`src/rtl/core_alu_serial_pkg.sv`:
```
// core_alu_serial_types
// Shared definitions for the slice-serial ALU: the opcode enum, flag bit
// positions inside the {N,V,Z,C} flag vector and per-opcode lookups.
// Ports: none (package).
package core_alu_serial_types;

    typedef enum logic [3:0] {
        OP_NOP = 4'd0,
        OP_TXL = 4'd1,
        OP_TXR = 4'd2,
        OP_ADD = 4'd3,
        OP_SUB = 4'd4,
        OP_INC = 4'd5,
        OP_DEC = 4'd6,
        OP_CMP = 4'd7,
        OP_BIT = 4'd8,
        OP_AND = 4'd9,
        OP_OR  = 4'd10,
        OP_XOR = 4'd11,
        OP_ROL = 4'd12,
        OP_ROR = 4'd13,
        OP_ASL = 4'd14,
        OP_LSR = 4'd15
    } alu_op_t;

    localparam int FLAG_C = 0;
    localparam int FLAG_Z = 1;
    localparam int FLAG_V = 2;
    localparam int FLAG_N = 3;

    // Which of {N,V,Z,C} an opcode is allowed to report.
    function automatic logic [3:0] flag_mask(input alu_op_t op);
        logic [3:0] m;
        m = 4'b0000;
        case (op)
            OP_ADD, OP_SUB:                          m = 4'b1111;
            OP_INC, OP_DEC, OP_TXL, OP_TXR,
            OP_AND, OP_OR, OP_XOR:                   m = 4'b1010;
            OP_CMP, OP_ROL, OP_ROR, OP_ASL, OP_LSR:  m = 4'b1011;
            OP_BIT:                                  m = 4'b1110;
            default:                                 m = 4'b0000;
        endcase
        return m;
    endfunction

    // Compare-style opcodes only produce flags, never a write-back.
    function automatic logic write_en(input alu_op_t op);
        return !(op == OP_NOP || op == OP_CMP || op == OP_BIT);
    endfunction

    // Value injected into the carry/shift chain before the first slice.
    function automatic logic chain_init(input alu_op_t op, input logic cin);
        logic c;
        c = 1'b0;
        case (op)
            OP_ADD, OP_SUB, OP_ROL, OP_ROR: c = cin;
            OP_INC, OP_CMP:                 c = 1'b1;
            default:                        c = 1'b0;
        endcase
        return c;
    endfunction

    // Right shifts walk from the top slice down so the shift-in bit can
    // travel toward bit 0.
    function automatic logic msb_first(input alu_op_t op);
        return (op == OP_ROR || op == OP_LSR);
    endfunction

endpackage

```
`src/rtl/core_alu_serial_slice.sv`:
```
// core_alu_slice
// Combinational SLICE-bit ALU slice. The chain carries the arithmetic carry
// upward, the left-shift bit upward, or the right-shift bit downward.
// Ports:
//   op            opcode of the running operation
//   lhs, rhs      operand bits of this slice
//   chain_in      carry / shift bit arriving from the previous slice
//   is_msb_slice  this slice holds the operand MSB
//   res           result bits of this slice
//   chain_out     carry / shift bit leaving toward the next slice
//   zero          slice result is zero (lhs&rhs for BIT)
//   v_cand        signed overflow, meaningful only on the MSB slice
module core_alu_slice
    import core_alu_serial_types::*;
#(
    parameter int SLICE = 8
) (
    input  alu_op_t          op,
    input  logic [SLICE-1:0] lhs,
    input  logic [SLICE-1:0] rhs,
    input  logic             chain_in,
    input  logic             is_msb_slice,
    output logic [SLICE-1:0] res,
    output logic             chain_out,
    output logic             zero,
    output logic             v_cand
);

    logic [SLICE-1:0] erhs;
    logic [SLICE:0]   sum;
    logic [SLICE:0]   shl;
    logic [SLICE:0]   shr;
    logic             arith;

    // Effective right operand: subtraction-like ops feed the adder with the
    // complement and rely on the chain seed for the +1.
    always_comb begin
        erhs  = rhs;
        arith = 1'b1;
        case (op)
            OP_ADD:         erhs = rhs;
            OP_SUB, OP_CMP: erhs = ~rhs;
            OP_INC:         erhs = '0;
            OP_DEC:         erhs = '1;
            default: begin
                erhs  = rhs;
                arith = 1'b0;
            end
        endcase
    end

    assign sum = {1'b0, lhs} + {1'b0, erhs} + {{SLICE{1'b0}}, chain_in};
    assign shl = {lhs, chain_in};
    assign shr = {chain_in, lhs};

    // Result and outgoing chain bit per opcode.
    always_comb begin
        res       = lhs;
        chain_out = 1'b0;
        case (op)
            OP_ADD, OP_SUB, OP_INC, OP_DEC, OP_CMP: begin
                res       = sum[SLICE-1:0];
                chain_out = sum[SLICE];
            end
            OP_AND: res = lhs & rhs;
            OP_OR:  res = lhs | rhs;
            OP_XOR: res = lhs ^ rhs;
            OP_TXR: res = rhs;
            OP_ROL, OP_ASL: begin
                res       = shl[SLICE-1:0];
                chain_out = shl[SLICE];
            end
            OP_ROR, OP_LSR: begin
                res       = shr[SLICE:1];
                chain_out = shr[0];
            end
            default: res = lhs;
        endcase
    end

    assign zero   = (op == OP_BIT) ? ((lhs & rhs) == '0) : (res == '0);
    assign v_cand = is_msb_slice && arith &&
                    (lhs[SLICE-1] == erhs[SLICE-1]) &&
                    (sum[SLICE-1] != lhs[SLICE-1]);

endmodule

```
`src/rtl/core_alu_serial.sv`:
```
// core_alu_serial
// Multi-cycle ALU that processes a WIDTH-bit operation SLICE bits per clock,
// chaining carry/shift state between slices and accumulating flags.
// Ports:
//   clk, rst                    clock, asynchronous active-high reset
//   in_valid/in_ready           operation handshake
//   in_op, in_lhs, in_rhs       opcode and operands
//   in_carry                    incoming C flag
//   out_valid/out_ready         result handshake
//   out_result                  WIDTH-bit result
//   out_flags, out_flags_mask   {N,V,Z,C} and the flags the op updates
//   out_write                   result should be written back
module core_alu_serial
    import core_alu_serial_types::*;
#(
    parameter int WIDTH = 16,
    parameter int SLICE = 8
) (
    input  logic             clk,
    input  logic             rst,
    input  logic             in_valid,
    output logic             in_ready,
    input  logic [3:0]       in_op,
    input  logic [WIDTH-1:0] in_lhs,
    input  logic [WIDTH-1:0] in_rhs,
    input  logic             in_carry,
    output logic             out_valid,
    input  logic             out_ready,
    output logic [WIDTH-1:0] out_result,
    output logic [3:0]       out_flags,
    output logic [3:0]       out_flags_mask,
    output logic             out_write
);

    localparam int SLICES = WIDTH / SLICE;
    localparam int CNT_W  = (SLICES > 1) ? $clog2(SLICES) : 1;
    localparam logic [CNT_W-1:0] LAST = CNT_W'(SLICES - 1);

    localparam logic [1:0] ST_IDLE = 2'd0;
    localparam logic [1:0] ST_RUN  = 2'd1;
    localparam logic [1:0] ST_DONE = 2'd2;

    if (WIDTH < 2 || (WIDTH % SLICE) != 0) begin : g_bad_params
        $error("core_alu_serial: WIDTH must be >= 2 and a multiple of SLICE");
    end

    logic [1:0]       state;
    logic [CNT_W-1:0] cnt;
    alu_op_t          op_q;
    logic [WIDTH-1:0] lhs_q;
    logic [WIDTH-1:0] rhs_q;
    logic             chain_q;
    logic [WIDTH-1:0] res_q;
    logic             zero_acc;
    logic             v_acc;

    logic [CNT_W-1:0] idx;
    logic [SLICE-1:0] s_res;
    logic             s_chain;
    logic             s_zero;
    logic             s_v;
    logic             s_msb;
    logic [WIDTH-1:0] res_next;
    logic             zero_next;
    logic             v_next;
    logic             n_final;
    logic             v_final;
    logic             accept;
    alu_op_t          op_in;

    assign op_in     = alu_op_t'(in_op);
    assign in_ready  = (state == ST_IDLE) || (state == ST_DONE && out_ready);
    assign out_valid = (state == ST_DONE);
    assign accept    = in_valid && in_ready;

    // Right shifts visit slices top-down, everything else bottom-up.
    assign idx   = msb_first(op_q) ? (LAST - cnt) : cnt;
    assign s_msb = (idx == LAST);

    core_alu_slice #(.SLICE(SLICE)) u_slice (
        .op           (op_q),
        .lhs          (lhs_q[idx*SLICE +: SLICE]),
        .rhs          (rhs_q[idx*SLICE +: SLICE]),
        .chain_in     (chain_q),
        .is_msb_slice (s_msb),
        .res          (s_res),
        .chain_out    (s_chain),
        .zero         (s_zero),
        .v_cand       (s_v)
    );

    // Partial result with the current slice merged in; on the last RUN
    // cycle this is the complete answer.
    always_comb begin
        res_next = res_q;
        res_next[idx*SLICE +: SLICE] = s_res;
    end

    assign zero_next = zero_acc & s_zero;
    assign v_next    = s_msb ? s_v : v_acc;
    assign n_final   = (op_q == OP_BIT) ? rhs_q[WIDTH-1] : res_next[WIDTH-1];
    assign v_final   = (op_q == OP_BIT) ? rhs_q[WIDTH-2] : v_next;

    // FSM: accept latches the whole op, RUN walks the slices, DONE holds the
    // registered outputs until the consumer takes them.
    always_ff @(posedge clk or posedge rst) begin
        if (rst) begin
            state          <= ST_IDLE;
            cnt            <= '0;
            op_q           <= OP_NOP;
            lhs_q          <= '0;
            rhs_q          <= '0;
            chain_q        <= 1'b0;
            res_q          <= '0;
            zero_acc       <= 1'b1;
            v_acc          <= 1'b0;
            out_result     <= '0;
            out_flags      <= '0;
            out_flags_mask <= '0;
            out_write      <= 1'b0;
        end else if (accept) begin
            state    <= ST_RUN;
            cnt      <= '0;
            op_q     <= op_in;
            lhs_q    <= in_lhs;
            rhs_q    <= in_rhs;
            chain_q  <= chain_init(op_in, in_carry);
            res_q    <= '0;
            zero_acc <= 1'b1;
            v_acc    <= 1'b0;
        end else begin
            case (state)
                ST_RUN: begin
                    chain_q  <= s_chain;
                    res_q    <= res_next;
                    zero_acc <= zero_next;
                    v_acc    <= v_next;
                    if (cnt == LAST) begin
                        state          <= ST_DONE;
                        out_result     <= res_next;
                        out_flags      <= {n_final, v_final, zero_next, s_chain}
                                          & flag_mask(op_q);
                        out_flags_mask <= flag_mask(op_q);
                        out_write      <= write_en(op_q);
                    end else begin
                        cnt <= cnt + 1'b1;
                    end
                end
                ST_DONE: begin
                    if (out_ready) state <= ST_IDLE;
                end
                default: state <= ST_IDLE;
            endcase
        end
    end

endmodule

```
`config.mk`:
```
export PLATFORM = sky130hd
export DESIGN_NAME = core_alu_serial
export DESIGN_NICKNAME = d
export VERILOG_FILES = /design/src/rtl/core_alu_serial_pkg.sv /design/src/rtl/core_alu_serial_slice.sv /design/src/rtl/core_alu_serial.sv
export SDC_FILE = /design/constraint.sdc
export NUM_CORES = 1
export LEC_CHECK = 0
export CAP_MARGIN = 20
export CORE_MARGIN = 2
export CORE_UTILIZATION = 51
export CTS_CLUSTER_SIZE = 25
export DETAILED_ROUTE_END_ITERATION = 6
export PLACE_DENSITY = 0.75
export SYNTH_ARGS = -nofsm -noshare
export SYNTH_HDL_FRONTEND = slang
export SYNTH_SLANG_ARGS = --single-unit
```
`constraint.sdc`:
```
create_clock -name clk -period 13.3 [get_ports clk]
set_clock_uncertainty 0.1 [all_clocks]
set_input_delay 2.66 -clock clk [delete_from_list [all_inputs] [get_ports clk]]
set_output_delay 2.66 -clock clk [all_outputs]
set_load 0.005 [all_outputs]
```
==> impl_metrics.json <==
{
  "syn_to_final_growth_pct": 17.7,
  "synth_cell_types": 67,
  "grt_max_degree": 83,
  "io_buffers": 67,
  "grt_pass1_wl_um": 22300,
  "tightestPinTransition_ps": 1070,
  "hold_buffers": 0,
  "drtPass1Iterations": 5,
  "rsz0062_at_grt": "false",
  "antennaDiodeCount": 0,
  "final_core_util_pct": 62.3,
  "clk_path_buf_depth": 2,
  "slowest_delay_ps": 540,
  "gp_congestion": 0.884,
  "synth_top_cell_area_share_pct": 38.8,
  "fmax_mhz": 150,
  "crit_path_end_kind": "primary output",
  "cts_root_buffer": "clkbuf_8",
  "numClockSinks": 82,
  "drt_iter0_markers": 370,
  "n_fill_cell": 881,
  "synthCells": 603,
  "crit_required_ps": 10540,
  "core_area_um2": 9860,
  "numCtsBuffers": 9,
  "synth_fp_nets": 674,
  "start_kind": "input pin",
  "crit_chain": "clkdlybuf4s50_1 > inv_1 > a21oi_1 > clkdlybuf4s50_1",
  "cap_violations": 0,
  "synthArstFlopShare_pct": 100,
  "start_util_pct": 52.9,
  "grt_pass1_vias": 4354,
  "via_count": 4538,
  "crit_fanout": 3,
  "critPathSlowestCell": "clkdlybuf4s50_1",
  "drt-total-wl_um": 13700,
  "vdd_drop_max_mv": 0.157,
  "fp-row-count": 36,
  "antenna_found_initial": 0,
  "nets": 726,
  "avgSynthCellArea_um2": 8.66,
  "powerDensity_nw_per_um2": 307,
  "layout_common_cells": "nand2_1 (169), dfrtp_1 (81), clkdlybuf4s50_1 (67), inv_1 (30), o21ai_1 (29)",
  "ys_warn_count": 0,
  "synth_edf_count": 0,
  "run_status": "finished clean",
  "grt_overflow": 0,
  "synth-seq-cells": 82,
  "synthFlopType": "dfrtp_1",
  "clk_latency_ps": 380,
  "yosys.area.top_type": "dfrtp_1",
  "path_clk_slew_ps": 80,
  "synth_area_um2": 5220,
  "mostFrequentLayoutCell": "nand2_1",
  "relSlewSlack_pct": 28.8,
  "post_cts_resized": 0,
  "die_h_um": 105,
  "drc": 0,
  "die_w_um": 105,
  "dpl.hpwl_um": 9800,
  "h-tree-depth": 3,
  "drive_above_1_share_pct": 6.97,
  "seq_area_frac_synth_pct": 39.3,
  "cts_tree": "done",
  "timing.final.crit_share_pct": 50.1,
  "cts_setup_buffers": 0,
  "p_leak_nw": 2.91,
  "io_pins": 68,
  "cp_common_cell": "clkdlybuf4s50_1",
  "wire_per_inst_um": 17.3,
  "hold_viol": 0,
  "final_max_slew_viol_count": 0,
  "dieArea_um2": 11100,
  "tns_ps": 0,
  "worstPathArrival_ps": 3910,
  "min_period_ps": 6670,
  "ant_nets": 0,
  "hp-class": "flop to flop",
  "synth_area_leaders": "dfrtp_1 (39%), nand2_1 (12%), ha_1 (6.7%)",
  "setup_viol": 0,
  "path_class": "input pin to primary output",
  "grt_usage_pct": 25.7,
  "via_per_inst": 5.72
}
final cells by class:
class | count | area (um2) | share of cell area (%)
multi-input combinational | 454 | 2860 | 46.5
sequential | 82 | 2050 | 33.4
timing repair buffer | 76 | 751 | 12.2
tap | 133 | 166 | 2.71
clock buffer | 10 | 128 | 2.08
inverter | 32 | 121 | 1.98
clock inverter | 6 | 65.1 | 1.06
kinds of logic (layout without fill, tap and decap cells):
group,after synthesis,count (layout),share of synthesized area [%]
simple gates,235,235,19.3
mux,32,32,6.92
flops,82,82,39.3
buf+inv,67,124,5.92
compound gates,152,152,19.5
fa+ha+maj,30,30,7.47
xor+xnor,5,5,1.56
routing by layer:
metal | share of wire [%] | GRT usage, % | vias up
met3 | 6.7 | 7.80 | 17
met5 | 0 | 0 | -
met1 | 46 | 34.7 | 2176
met4 | 1.6 | 7.24 | 0
met2 | 46 | 39.9 | 166
li1 | - | - | 2179
sequential cells by signal, summed over array words and instances, names as in the netlist:
register and flops:
lhs_q 16, zero_acc 1, out_result 16, rhs_q 16, op_q 4, v_acc 1, out_flags_mask 3, cnt 1
res_q 16, out_flags 4, state 2, out_write 1, chain_q 1
power by group:
part           switching, W  internal (W)
sequential        0.0000849      0.000356
clock             0.0000974     0.0000871
combinational      0.000757      0.000506
total              0.000939      0.000950
final timing paths:
path                                        start           endpoint  slack [ps]  cells after the start
worst max-delay path                    out_ready           in_ready        6630                      4
worst min-delay path            out_flags_mask[2]  out_flags_mask[2]         380                      2
worst max register to register            op_q[0]       out_flags[1]        7770                     16
worst min register to register  out_flags_mask[2]  out_flags_mask[2]         380                      2
max in group asynchronous                     rst           zero_acc        9830                      4
min in group asynchronous                     rst      out_result[1]        2620                      3
worst max-delay path, delay by kind of cell:
family,cells,cell delay (ps)
AOI/OAI and AO/OA,1,210
buffers and inverters,3,1030
cell usage after synthesis, types with 3 or more instances:
master and instances:
nand2_1 169, dfrtp_1 81, inv_1 31, o21ai_1 29, ha_1 28, o21ai_0 26, a21oi_1 25, mux2i_1 25
nor2_1 21, clkbuf_1 20, nand2b_1 15, a21o_1 9, a22oi_1 7, o211ai_1 6, buf_4 5, nand3_1 5
a211o_1 4, a22o_1 4, a31oi_1 4, and2_1 4, buf_2 4, mux2i_2 4, nor3_1 4, nor4_1 4
o22ai_1 4, a211oi_1 3, a221oi_1 3, a32o_1 3, buf_6 3, nor2b_1 3, o221ai_1 3
per-stage QoR:
stage | instances | instance area [um2] | worst slack [ps] | total power, W | hold WS (ps)
6_report | 793 | 6140 | 6630 | 0.00189 | 379
5_1_grt | 793 | 6140 | 6500 | 0.00204 | 400
4_1_cts | 792 | 6120 | 6630 | 0.00188 | 384
3_5_place_dp | 776 | 5930 | 6640 | 0.00168 | 364
3_3_place_gp | 776 | 5930 | 6650 | 0.00166 | 357
2_1_floorplan | 603 | 5220 | 7640 | 0.00134 | 345
Power figures use the tool's default switching activity.
